`src/rtl/gigatron_input_arbiter_if.sv`:
```
// Signal bundle between the Gigatron input pins/PS/2 decoder and the input arbiter.
// The master drives the raw pins and key codes; the slave (arbiter) returns the merged byte.
interface gigatron_input_arbiter_if;
    logic       HSYNC;
    logic       VSYNC;
    logic       SER_DATA;
    logic       KB_VALID;
    logic [7:0] KB_CODE;
    logic [7:0] IN_DATA;
    logic [1:0] IN_SRC;
    logic       SCAN_DONE;

    modport master (
        output HSYNC, VSYNC, SER_DATA, KB_VALID, KB_CODE,
        input  IN_DATA, IN_SRC, SCAN_DONE
    );

    modport slave (
        input  HSYNC, VSYNC, SER_DATA, KB_VALID, KB_CODE,
        output IN_DATA, IN_SRC, SCAN_DONE
    );
endinterface

```
`src/rtl/gigatron_input_arbiter.sv`:
```
// Gigatron input controller: scans the serial game pad once per frame from the sync
// strobes, holds PS/2 key codes for a few frames and presents one arbitrated active-low byte.
module gigatron_input_arbiter #(
    parameter int HOLD_FRAMES = 3,
    parameter int TIMER_W     = 4
) (
    input  logic                     CLK,
    input  logic                     RST,
    gigatron_input_arbiter_if.slave  bus
);

    typedef enum logic [1:0] {
        IDLE   = 2'd0,
        SHIFT  = 2'd1,
        COMMIT = 2'd2
    } scan_state_t;

    localparam logic [TIMER_W-1:0] HOLD_LOAD = TIMER_W'(HOLD_FRAMES);

    logic hsync_s1, hsync_s2, hsync_s3;
    logic vsync_s1, vsync_s2, vsync_s3;
    logic ser_s1, ser_s2;

    scan_state_t        state;
    logic [2:0]         bit_cnt;
    logic [7:0]         sh;
    logic [7:0]         pad_byte;
    logic [7:0]         kb_byte;
    logic [TIMER_W-1:0] kb_timer;

    logic [7:0] in_data_q;
    logic [1:0] in_src_q;
    logic       scan_done_q;

    logic h_rise;
    logic frame;
    logic [7:0] sh_next;

    // Synchronizers idle high so reset never fabricates an edge strobe
    always_ff @(posedge CLK) begin
        if (RST) begin
            hsync_s1 <= 1'b1;
            hsync_s2 <= 1'b1;
            hsync_s3 <= 1'b1;
            vsync_s1 <= 1'b1;
            vsync_s2 <= 1'b1;
            vsync_s3 <= 1'b1;
            ser_s1   <= 1'b1;
            ser_s2   <= 1'b1;
        end else begin
            hsync_s1 <= bus.HSYNC;
            hsync_s2 <= hsync_s1;
            hsync_s3 <= hsync_s2;
            vsync_s1 <= bus.VSYNC;
            vsync_s2 <= vsync_s1;
            vsync_s3 <= vsync_s2;
            ser_s1   <= bus.SER_DATA;
            ser_s2   <= ser_s1;
        end
    end

    assign h_rise  = hsync_s2 & ~hsync_s3;
    assign frame   = ~vsync_s2 & vsync_s3;
    assign sh_next = {sh[6:0], ser_s2};

    // The 8th bit is committed straight into pad_byte so it is visible during COMMIT,
    // the same cycle SCAN_DONE is high.
    always_ff @(posedge CLK) begin
        if (RST) begin
            state       <= IDLE;
            bit_cnt     <= 3'd0;
            sh          <= 8'hFF;
            pad_byte    <= 8'hFF;
            scan_done_q <= 1'b0;
        end else begin
            scan_done_q <= 1'b0;
            case (state)
                IDLE: begin
                    if (frame) begin
                        bit_cnt <= 3'd0;
                        state   <= SHIFT;
                    end
                end
                SHIFT: begin
                    if (frame) begin
                        bit_cnt <= 3'd0;
                    end else if (h_rise) begin
                        sh      <= sh_next;
                        bit_cnt <= bit_cnt + 3'd1;
                        if (bit_cnt == 3'd7) begin
                            pad_byte    <= sh_next;
                            scan_done_q <= 1'b1;
                            state       <= COMMIT;
                        end
                    end
                end
                COMMIT: begin
                    bit_cnt <= 3'd0;
                    state   <= frame ? SHIFT : IDLE;
                end
                default: begin
                    bit_cnt <= 3'd0;
                    state   <= IDLE;
                end
            endcase
        end
    end

    // A fresh key load overrides a coincident frame decrement
    always_ff @(posedge CLK) begin
        if (RST) begin
            kb_byte  <= 8'hFF;
            kb_timer <= '0;
        end else if (bus.KB_VALID) begin
            kb_byte  <= bus.KB_CODE;
            kb_timer <= HOLD_LOAD;
        end else if (frame && (kb_timer != '0)) begin
            kb_timer <= kb_timer - TIMER_W'(1);
        end
    end

    always_ff @(posedge CLK) begin
        if (RST) begin
            in_data_q <= 8'hFF;
            in_src_q  <= 2'b00;
        end else if (pad_byte != 8'hFF) begin
            in_data_q <= pad_byte;
            in_src_q  <= 2'b01;
        end else if (kb_timer != '0) begin
            in_data_q <= kb_byte;
            in_src_q  <= 2'b10;
        end else begin
            in_data_q <= 8'hFF;
            in_src_q  <= 2'b00;
        end
    end

    assign bus.IN_DATA   = in_data_q;
    assign bus.IN_SRC    = in_src_q;
    assign bus.SCAN_DONE = scan_done_q;

endmodule

```
`src/flat_wrapper.sv`:
```
// flat-port wrapper written by rule: the top's interface ports become plain ports
module gigatron_input_arbiter_flat 
#(
    parameter int HOLD_FRAMES = 3,
    parameter int TIMER_W     = 4
)
  (CLK, RST, bus_HSYNC, bus_VSYNC, bus_SER_DATA, bus_KB_VALID, bus_KB_CODE, bus_IN_DATA, bus_IN_SRC, bus_SCAN_DONE);
  gigatron_input_arbiter_if bus_i ();
  input  logic CLK;
  input  logic RST;
  input wire logic [$bits(bus_i.HSYNC)-1:0] bus_HSYNC;
  input wire logic [$bits(bus_i.VSYNC)-1:0] bus_VSYNC;
  input wire logic [$bits(bus_i.SER_DATA)-1:0] bus_SER_DATA;
  input wire logic [$bits(bus_i.KB_VALID)-1:0] bus_KB_VALID;
  input wire logic [$bits(bus_i.KB_CODE)-1:0] bus_KB_CODE;
  output wire logic [$bits(bus_i.IN_DATA)-1:0] bus_IN_DATA;
  output wire logic [$bits(bus_i.IN_SRC)-1:0] bus_IN_SRC;
  output wire logic [$bits(bus_i.SCAN_DONE)-1:0] bus_SCAN_DONE;
  assign bus_i.HSYNC = bus_HSYNC;
  assign bus_i.VSYNC = bus_VSYNC;
  assign bus_i.SER_DATA = bus_SER_DATA;
  assign bus_i.KB_VALID = bus_KB_VALID;
  assign bus_i.KB_CODE = bus_KB_CODE;
  assign bus_IN_DATA = bus_i.IN_DATA;
  assign bus_IN_SRC = bus_i.IN_SRC;
  assign bus_SCAN_DONE = bus_i.SCAN_DONE;
  gigatron_input_arbiter #(.HOLD_FRAMES(HOLD_FRAMES), .TIMER_W(TIMER_W)) u_core (.CLK(CLK), .RST(RST), .bus(bus_i));
endmodule
```
`config.mk`:
```
export PLATFORM = sky130hd
export DESIGN_NAME = gigatron_input_arbiter_flat
export DESIGN_NICKNAME = d
export VERILOG_FILES = /design/src/rtl/gigatron_input_arbiter_if.sv /design/src/rtl/gigatron_input_arbiter.sv /design/src/flat_wrapper.sv
export SDC_FILE = /design/constraint.sdc
export NUM_CORES = 1
export LEC_CHECK = 0
export CAP_MARGIN = 20
export CORE_MARGIN = 5
export CORE_UTILIZATION = 25
export DETAILED_ROUTE_END_ITERATION = 6
export DONT_BUFFER_PORTS = 1
export PLACE_DENSITY = 0.51
export SYNTH_ARGS = -nofsm -noshare
export SYNTH_HDL_FRONTEND = slang
export SYNTH_SLANG_ARGS = --single-unit
export TNS_END_PERCENT = 30
```
`constraint.sdc`:
```
create_clock -name CLK -period 1.4 [get_ports CLK]
set_input_delay 0.42 -clock CLK [delete_from_list [all_inputs] [get_ports CLK]]
set_output_delay 0.42 -clock CLK [all_outputs]
set_load 0.03 [all_outputs]
```
==> out/qor.yml, run 1 <==
timing:
  period_minus_slack_ns: 1.42
  setup_viol: 3
  maxSlewHeadroom: 0.706
  max_freq_mhz: 706
  hold_slack_ns: 0.174
  period_share: 1.01
  skew_ns: 0.0144
  slew_viol_final: 0
  rsz0062_at_grt: "yes"
  finalHoldViolCount: 0
  worst_slack_ns: -0.0173
  tightest_slew_ns: 0.441
hold_path:
  min_path_cells: 1
  hold_path_class: "input pin to register"
logic_synthesis:
  synth_top_area_frac: 0.542
  syn_avg_cell_area_um2: 10.6
  yosys-top-cells-count: "dfxtp_1 (51), nor2_1 (27), mux2i_1 (18)"
  netlist_area_um2: 1880
  netlist_top_cells_area: "dfxtp_1 (54%), mux2i_1 (9.6%), nor2_1 (5.4%)"
  yosysSeqAreaShare: 0.542
  yosysTopAreaCell: "dfxtp_1"
  synth_flop_cell: "dfxtp_1"
  synth_edf_count: 0
  yosysUniqueCellTypes: 33
  netlist_instances: 177
  synth.most_common_cell: "dfxtp_1"
  postSynth.asyncResetShare: 0
  syn-num-nets: 194
  synth-seq-cells: 51
  yosys_warnings: 0
critical_path:
  cp-end-kind: "register"
  r2r_cells: 5
  worstPathRequired_ns: 1.65
  crit_fanout: 5
  cp-start-kind: "register"
  worst_ep_arrival_time_ns: 1.66
  worstSetupPathType: "register to register"
global_route:
  grt_max_degree: 52
  grt_use_total: 0.0777
  grt_remaining_overflow: 0
  antenna_found_initial: 0
  grt_pass1_vias: 1229
  grt_pass1_wl_um: 6000
final_layout:
  multi_input_area_um2: 830
  design_area_um2: 2270
  fin_nets: 204
  n_antenna_cell: 0
  nFillCells: 786
  stdcell_count: 287
  regArea_um2: 1030
  drive_above_1_share: 0.202
  areaGrowthSynthToFinish_pct: 20.4
  fin_util: 0.311
placed_design:
  port_buffers: 0
  placed_cell_area_um2: 2030
  dp.cells: 273
  dp_hpwl_um: 2360
  gp_congestion: 0.725
route:
  ant_nets: 0
  drc: 0
  drt-total-wl_um: 3730
  drtIter0Drc: 50
  viasPerCell: 4.41
  vias: 1266
  avgRoutedWirePerCell_um: 13.0
  first_pass_iters: 4
cts:
  cts_tree: "built"
  clk_path_buf_depth: 2
  clock_latency_ns: 0.31
  cts_max_level: 2
  cts_hold_buffers: 0
  cts-root-buf: "clkbuf_8"
  path_clk_slew_ns: 0.10
  clock_sink_count: 51
  cts_buffers: 5
power:
  power_density_nw_per_um2: 1200
  max-vdd-ir-drop_v: 0.000565
  cellLeakagePower_nw: 0.813
run_status:
  status: "finished with violations"
  violations: "setup timing"
die:
  initial_utilization: 0.258
  dieArea_um2: 9370
  fp-row-count: 31
  die_w_um: 96.8
  die_h_um: 96.8
  core-area_um2: 7290
  ioPinCount: 25
flow_run:
  maxCapViolCount: 0
[layout make-up]
cell class | instances | area share
timing repair buffer | 14 | 0.0668
clock inverter | 3 | 0.0204
multi-input combinational | 110 | 0.366
inverter | 5 | 0.00828
tap | 99 | 0.0546
sequential | 51 | 0.454
clock buffer | 5 | 0.0304
[logic make-up after synthesis]
kind of cell,synth area share
XOR/XNOR,0.00465
AO/OA/AOI/OAI,0.0970
buffers and inverters,0.0419
flip-flops,0.542
AND/OR/NAND/NOR,0.199
adder cells (fa/ha/maj),0.0199
multiplexers,0.0957
[report_power, final]
part           leakage [nW]  switching, W  internal (W)
clock                0.0548      0.000508      0.000539
sequential            0.419     0.0000465       0.00150
combinational         0.339     0.0000584     0.0000795
total                 0.813      0.000612       0.00212
[path summary, 6_finish.rpt]
kind,from,end,slack [ns]
hold reg to reg,u_core.vsync_s1$_SDFF_PP1_,u_core.vsync_s2$_SDFF_PP1_,0.41
setup / recovery,u_core.bit_cnt[1]$_SDFFE_PP0P_,u_core.pad_byte[0]$_SDFFE_PP1P_,-0.02
hold / removal,RST,u_core.kb_timer[0]$_SDFFE_PP0P_,0.17
setup reg to reg,u_core.bit_cnt[1]$_SDFFE_PP0P_,u_core.pad_byte[0]$_SDFFE_PP1P_,-0.02
[cells in the final DEF, fill, tap and decap left out, types with 5 or more instances in the layout]
cell type	n
nor2_1	27
dfxtp_1	45
clkbuf_8	5
dfxtp_2	6
mux2i_1	18
or2_1	8
buf_4	10
a31oi_1	10
nor2b_1	9
a211o_1	8
[state kept, by name, indices dropped and copies added (netlist names)]
register              flops
u_core.state              2
u_core.ser_s1             1
u_core.pad_byte           8
u_core.vsync_s3           1
u_core.bit_cnt            3
u_core.hsync_s1           1
u_core.bus.IN_SRC         2
u_core.kb_timer           4
u_core.hsync_s3           1
u_core.vsync_s1           1
u_core.vsync_s2           1
u_core.sh                 7
u_core.ser_s2             1
u_core.bus.SCAN_DONE      1
u_core.kb_byte            8
u_core.bus.IN_DATA        8
u_core.hsync_s2           1
[metrics by stage]
stage	setup TNS, ns	power [W]	setup WS (ns)
6_report	-0.0475	0.00273	-0.0173
3_5_place_dp	-0.0148	0.00169	-0.0132
3_3_place_gp	0	0.00169	0.0231
2_1_floorplan	0	0.00168	0.0471
4_1_cts	0	0.00275	0.00243
5_1_grt	-0.589	0.00285	-0.0874
[critical path: stages, from the launching register on]
cell and delay [ns]:
dfxtp_2 0.37, ha_4 0.14, ha_4 0.12, nor4b_4 0.34, clkbuf_16 0.23, mux2i_1 0.16
[metal layers]
metal,up-vias,global-route usage,part of all wire
met5,-,0,0
met4,0,0.0324,0.0046
met3,2,0.0223,0.035
met2,23,0.120,0.48
met1,599,0.101,0.48
li1,642,-,-
[timing repair]
| item | in CTS | in global routing |
|---|---|---|
| gates cloned | 0 | 1 |
| buffers inserted | 1 | 4 |
| gates resized for setup | 5 | 12 |
| setup endpoints to repair | 3 | 11 |
| pin swaps | 0 | 4 |
No activity file was read; power rests on OpenSTA's default activity.
==> run 2, diff against run 1 <==
--- a/config.mk
+++ b/config.mk
@@ -10,7 +10,7 @@
 export CORE_UTILIZATION = 25
 export DETAILED_ROUTE_END_ITERATION = 6
 export DONT_BUFFER_PORTS = 1
-export PLACE_DENSITY = 0.51
+export PLACE_DENSITY = 0.49
 export SYNTH_ARGS = -nofsm -noshare
 export SYNTH_HDL_FRONTEND = slang
 export SYNTH_SLANG_ARGS = --single-unit
==> constraint.sdc (replaced) <==
create_clock -name CLK -period 1.43 [get_ports CLK]
set_input_delay 0.429 -clock CLK [delete_from_list [all_inputs] [get_ports CLK]]
set_output_delay 0.429 -clock CLK [all_outputs]
set_load 0.03 [all_outputs]
==> out/qor.yml, run 2 (synthesis gave the netlist of run 1 again) <==
run_status:
  status: "completed"
die:
  die_w_um: 96.8  # unchanged
  die_h_um: 96.8  # unchanged
  dieArea_um2: 9370  # unchanged
  initial_utilization: 0.258  # unchanged
  fp-row-count: 31  # unchanged
  core-area_um2: 7290  # unchanged
  ioPinCount: 25  # unchanged
cts:
  clock_latency_ns: 0.31  # about the same
  cts-root-buf: "clkbuf_8"
  cts_max_level: 2  # unchanged
  cts_tree: "built"
  clk_path_buf_depth: 2  # unchanged
  cts_hold_buffers: 0  # unchanged
  clock_sink_count: 51  # unchanged
  cts_buffers: 5  # unchanged
  postCtsSetupRepairBufs: 0  # -1
  path_clk_slew_ns: 0.09  # about the same
placed_design:
  dp.cells: 274  # +0.37%
  port_buffers: 0  # unchanged
  placed_cell_area_um2: 2040  # +0.37%
  gp_congestion: 0.736  # +1.4%
  dp_hpwl_um: 2410  # +2.1%
critical_path:
  worstPathRequired_ns: 1.62  # -0.03 ns
  critPathSlowestCell: "or3b_4"
  cp-end-kind: "register"
  r2r-end: "u_core.kb_timer[0]$_SDFFE_PP0P_"
  crit_path_cell_trace: "inv_2 -> ha_4 -> or3b_4 -> buf_6 -> nand3_1 -> a31oi_1"
  worst_ep_arrival_time_ns: 1.54  # -0.12 ns
  cpPeakStageDelay_ns: 0.40  # +0.03 ns
  r2r_cells: 6  # +1
  r2r_setup_slack_ns: 0.08  # +0.10 ns
  cp-start-kind: "register"
  crit_fanout: 7  # +2
  worstSetupPathType: "register to register"
  worstReg2RegStart: "u_core.kb_timer[1]$_SDFFE_PP0P_"
final_layout:
  regArea_um2: 1020  # -0.37%
  design_area_um2: 2180  # -4.0%
  n_antenna_cell: 0  # unchanged
  layout_common_cells: "dfxtp_1 (48), nor2_1 (27), mux2i_1 (18)"
  stdcell_count: 282  # -1.7%
  drive_above_1_share: 0.148  # -0.0546
  multi_input_area_um2: 798  # -3.8%
  areaGrowthSynthToFinish_pct: 15.6
  nFillCells: 806  # +2.5%
  fin_nets: 199  # -2.5%
  final_common_cell: "dfxtp_1"
timing:
  max_freq_mhz: 741  # +5.0%
  period_share: 0.944  # -0.0682
  slew_viol_final: 0  # unchanged
  tightest_slew_ns: 0.431  # -0.00965 ns
  skew_ns: 0.00944  # -0.00494 ns
  period_minus_slack_ns: 1.35  # -0.0672 ns
  maxSlewHeadroom: 0.710  # +0.00439
  rsz0062_at_grt: "no"
  setup_viol: 0  # -3
  finalHoldViolCount: 0  # unchanged
  fin_setup_tns_ns: 0  # +0.0475 ns
global_route:
  grt_use_total: 0.0792  # +0.00148
  grt_pass1_wl_um: 6150  # +2.4%
  grt_max_degree: 52  # unchanged
  grt_remaining_overflow: 0  # unchanged
  grt_pass1_vias: 1285  # +4.6%
  antenna_found_initial: 0  # unchanged
route:
  drc: 0  # unchanged
  vias: 1239  # -2.1%
  ant_nets: 0  # unchanged
  viasPerCell: 4.39  # -0.40%
  first_pass_iters: 4  # unchanged
  avgRoutedWirePerCell_um: 12.4  # -4.7%
  drtIter0Drc: 49  # -2.0%
  drt-total-wl_um: 3490  # -6.4%
power:
  power_density_nw_per_um2: 1220  # +1.6%
  max-vdd-ir-drop_v: 0.000533  # -5.7%
  cellLeakagePower_nw: 0.786  # -3.4%
hold_path:
  min_path_cells: 1  # unchanged
  hold_start: "RST"
  hold_path_class: "input pin to register"
  holdPathEnd: "u_core.kb_timer[0]$_SDFFE_PP0P_"
flow_run:
  maxCapViolCount: 0  # unchanged
==> run 2: cell types whose count changed in the layout (fill, tap and decap cells not counted) <==
cell,delta
ha_1,+2
nor4b_1,+1
dfxtp_2,-3
clkbuf_16,-1
buf_4,-4
ha_4,-2
dfxtp_1,+3
nor4b_2,-1
==> run 2: layout make-up <==
type	count	share of cell area
flip-flops and latches	51	0.471
multi-input cells	110	0.367
well taps	99	0.0569
repair buffers	9	0.0443
clock buffers	5	0.0316
clock inverters	3	0.0213
inverters	5	0.00862
==> run 2: worst max path at each step <==
| stage | from | to | slack [ns] | cells after the start |
|---|---|---|---|---|
| 2_1_floorplan | u_core.kb_timer[0]$_SDFFE_PP0P_ | u_core.kb_timer[0]$_SDFFE_PP0P_ | 0.08 | 6 |
| 3_3_place_gp | u_core.kb_timer[1]$_SDFFE_PP0P_ | u_core.kb_timer[0]$_SDFFE_PP0P_ | 0.04 | 6 |
| 3_5_place_dp | u_core.kb_timer[1]$_SDFFE_PP0P_ | u_core.kb_timer[0]$_SDFFE_PP0P_ | 0.01 | 6 |
| 4_1_cts | u_core.kb_timer[1]$_SDFFE_PP0P_ | u_core.kb_timer[0]$_SDFFE_PP0P_ | 0.03 | 6 |
| 5_1_grt | u_core.kb_timer[1]$_SDFFE_PP0P_ | u_core.kb_timer[0]$_SDFFE_PP0P_ | 0.005 | 6 |
| 6_report | u_core.kb_timer[1]$_SDFFE_PP0P_ | u_core.kb_timer[0]$_SDFFE_PP0P_ | 0.08 | 6 |
==> run 2: critical path, delay by kind of cell, from the launching register on <==
| family | cells | cell delay [ns] |
|---|---|---|
| and+or+nand+nor | 2 | 0.47 |
| DFF | 1 | 0.34 |
| buffers and inverters | 2 | 0.22 |
| adders and majority gates | 1 | 0.13 |
| AOI/OAI and AO/OA | 1 | 0.07 |
==> run 2: routing by layer <==
| metal | part of all wire | global-route usage |
|---|---|---|
| met5 | 0 | 0 |
| met2 | 0.44 | 0.119 |
| met4 | 0.021 | 0.0389 |
| met3 | 0.044 | 0.0259 |
| met1 | 0.50 | 0.102 |
==> run 2: what timing repair did <==
action	in CTS	in global routing
endpoints found under the setup margin	1	6
gates resized for setup	1	8
pin swaps	0	2
==> run 2: where the power goes <==
group	total, W	internal (W)	leakage (nW)	switching, W
Sequential	0.00151	0.00146	0.418	0.0000463
Clock	0.00102	0.000527	0.0548	0.000496
Combinational	0.000127	0.0000726	0.313	0.0000547
==> run 2: stage by stage <==
step                worst slack [ns]   util  power [W]  hold WS (ns)
floorplan                     0.0771      -    0.00165         0.383
global placement              0.0391  0.280    0.00166         0.387
detailed placement            0.0138  0.280    0.00166         0.393
CTS                           0.0263  0.296    0.00269         0.177
global route                 0.00524  0.299    0.00277         0.166
finish                        0.0799  0.299    0.00266         0.185
==> run 3, diff against run 2 <==
--- a/config.mk
+++ b/config.mk
@@ -5,12 +5,12 @@
 export SDC_FILE = /design/constraint.sdc
 export NUM_CORES = 1
 export LEC_CHECK = 0
-export CAP_MARGIN = 20
 export CORE_MARGIN = 5
 export CORE_UTILIZATION = 25
+export CTS_BUF_LIST = sky130_fd_sc_hd__clkbuf_8
 export DETAILED_ROUTE_END_ITERATION = 6
 export DONT_BUFFER_PORTS = 1
-export PLACE_DENSITY = 0.49
+export PLACE_DENSITY = 0.51
 export SYNTH_ARGS = -nofsm -noshare
 export SYNTH_HDL_FRONTEND = slang
 export SYNTH_SLANG_ARGS = --single-unit
==> constraint.sdc (replaced) <==
create_clock -name CLK -period 1.2 [get_ports CLK]
set_input_delay 0.36 -clock CLK [delete_from_list [all_inputs] [get_ports CLK]]
set_output_delay 0.36 -clock CLK [all_outputs]
set_load 0.03 [all_outputs]
==> out/qor.yml, run 3 (synthesis gave the netlist of run 1 again) <==
route:
  ant_nets: 0  # unchanged
  first_pass_iters: 4  # unchanged
  vias: 1257  # +1.5%
  viasPerCell: 4.25  # -3.3%
  drc: 0  # unchanged
  avgRoutedWirePerCell_um: 12.0  # -3.1%
  drtIter0Drc: 78  # +59%
  drt-total-wl_um: 3550  # +1.7%
die:
  ioPinCount: 25  # unchanged
  fp-row-count: 31  # unchanged
  die_h_um: 96.8  # unchanged
  initial_utilization: 0.258  # unchanged
  die_w_um: 96.8  # unchanged
  core-area_um2: 7290  # unchanged
  dieArea_um2: 9370  # unchanged
final_layout:
  final_common_cell: "dfxtp_1"
  n_antenna_cell: 0  # unchanged
  fin_nets: 213  # +7.0%
  stdcell_count: 296  # +5.0%
  design_area_um2: 2320  # +6.7%
  areaGrowthSynthToFinish_pct: 23.3
  fin_util: 0.318  # +0.0199
  drive_above_1_share: 0.289  # +0.142
  layout_common_cells: "dfxtp_1 (39), nor2_1 (27), buf_4 (21)"
placed_design:
  dp.cells: 285  # +4.0%
  placed_cell_area_um2: 2140  # +5.1%
  dp_hpwl_um: 2460  # +1.9%
  gp_congestion: 0.695  # -5.6%
  port_buffers: 0  # unchanged
critical_path:
  worst_ep_arrival_time_ns: 1.57  # +0.03 ns
  worstSetupPathType: "register to register"
  crit_fanout: 7  # unchanged
  cp-start-kind: "register"
  worstPathRequired_ns: 1.42  # -0.20 ns
  r2r_setup_slack_ns: -0.15  # -0.23 ns
  cp-end-kind: "register"
  r2r-end: "u_core.kb_timer[0]$_SDFFE_PP0P_"
  worstReg2RegStart: "u_core.kb_timer[1]$_SDFFE_PP0P_"
  r2r_cells: 5  # -1
global_route:
  grt_use_total: 0.0764  # -0.00279
  grt_pass1_vias: 1151  # -10%
  grt_remaining_overflow: 0  # unchanged
  grt_pass1_wl_um: 5840  # -4.9%
  antenna_found_initial: 0  # unchanged
  grt_max_degree: 52  # unchanged
timing:
  setup_viol: 22  # +22
  finalHoldViolCount: 0  # unchanged
  period_minus_slack_ns: 1.35  # +0.00332 ns
  tightest_slew_ns: 0.351  # -0.0804 ns
  worst_slack_ns: -0.153  # -0.233 ns
  rsz0062_at_grt: "yes"
  maxSlewHeadroom: 0.764  # +0.0541
  fin_setup_tns_ns: -2.32  # -2.32 ns
  slew_viol_final: 0  # unchanged
  max_freq_mhz: 739  # -0.25%
  period_share: 1.13  # +0.184
  hold_slack_ns: 0.128  # -0.0578 ns
  skew_ns: 0.0101  # +0.000650 ns
power:
  p_seq_frac: 0.594  # +0.026
  sw_frac_of_total: 0.230  # +0.00592
  cell_internal_pwr_w: 0.00234  # +13%
  max-vdd-ir-drop_v: 0.000625  # +17%
  p_sw_w: 0.000698  # +17%
  power_density_nw_per_um2: 1310  # +6.9%
  power_frac_comb: 0.065  # +0.017
  clkPwrFrac: 0.341  # -0.043
  cellLeakagePower_nw: 0.856  # +9.0%
cts:
  path_clk_slew_ns: 0.09  # about the same
  cts_max_level: 2  # unchanged
  cts-root-buf: "clkbuf_8"
  cts_hold_buffers: 0  # unchanged
  cts_buffers: 5  # unchanged
  clock_sink_count: 51  # unchanged
  clock_latency_ns: 0.30  # about the same
  clk_path_buf_depth: 2  # unchanged
  cts_tree: "built"
run_status:
  status: "finished with violations"
  violations: "setup timing"
hold_path:
  hold_path_class: "input pin to register"
  hold_start: "RST"
  min_path_cells: 1  # unchanged
  holdPathEnd: "u_core.bus.IN_SRC[0]$_SDFF_PP0_"
flow_run:
  maxCapViolCount: 0  # unchanged
==> run 3: cell types whose count changed in the layout (fill, tap and decap cells not counted), sizes merged <==
cell    before  now
clkinv       0    1
inv          6    5
clkbuf       5    6
bufinv       1    0
buf          9   23
==> run 3: power groups by stage <==
stage	combinational [W]	clock (W)	sequential, W
2_1_floorplan	0.000152	0	0.00183
3_3_place_gp	0.000168	0	0.00184
3_5_place_dp	0.000172	0	0.00184
4_1_cts	0.000178	0.00108	0.00180
5_1_grt	0.000217	0.00116	0.00181
6_report	0.000197	0.00104	0.00180
==> run 3: timing repair <==
action,CTS,global route
endpoints found under the setup margin,32,33
gates resized for setup,6,12
pin swaps,3,1
setup buffers,1,2
==> run 3: per-layer routing <==
metal / routed length (um) / vias to the layer above / share of wire / GRT usage
met5: 0 / - / 0 / 0
met4: 74 / 0 / 0.021 / 0.0356
met3: 116 / 6 / 0.033 / 0.0201
met2: 1600 / 25 / 0.45 / 0.112
met1: 1760 / 572 / 0.50 / 0.104
li1: - / 654 / - / -
==> run 3: worst max path at each step <==
stage                                     from                         endpoint  depth (start not counted)  slack (ns)
2_1_floorplan  u_core.kb_timer[1]$_SDFFE_PP0P_  u_core.kb_timer[1]$_SDFFE_PP0P_                          4       -0.08
3_3_place_gp   u_core.kb_timer[1]$_SDFFE_PP0P_  u_core.kb_timer[1]$_SDFFE_PP0P_                          4       -0.12
3_5_place_dp   u_core.kb_timer[1]$_SDFFE_PP0P_  u_core.kb_timer[0]$_SDFFE_PP0P_                          5       -0.15
4_1_cts        u_core.kb_timer[1]$_SDFFE_PP0P_  u_core.kb_timer[0]$_SDFFE_PP0P_                          5       -0.15
5_1_grt        u_core.kb_timer[1]$_SDFFE_PP0P_  u_core.kb_timer[0]$_SDFFE_PP0P_                          5       -0.25
6_report       u_core.kb_timer[1]$_SDFFE_PP0P_  u_core.kb_timer[0]$_SDFFE_PP0P_                          5       -0.15
==> run 3: layout make-up <==
class	instances	area [um2]
Timing Repair Buffer	23	198
Fill cell	786	4970
Clock buffer	6	82.6
Inverter	5	18.8
Sequential cell	51	1040
Tap cell	99	124
Clock inverter	2	16.3
Multi-Input combinational cell	110	847
==> run 3: critical path: stages (launching register included) <==
cell	delay, ns
dfxtp_2	0.33
inv_2	0.07
ha_4	0.13
or3b_4	0.41
a21o_1	0.17
a31oi_1	0.16
==> run 3: stage by stage <==
| step | total power (W) | setup WS [ns] |
|---|---|---|
| 2_1_floorplan | 0.00198 | -0.0791 |
| 3_3_place_gp | 0.00201 | -0.117 |
| 3_5_place_dp | 0.00201 | -0.150 |
| 4_1_cts | 0.00306 | -0.152 |
| 5_1_grt | 0.00319 | -0.254 |
| 6_report | 0.00304 | -0.153 |
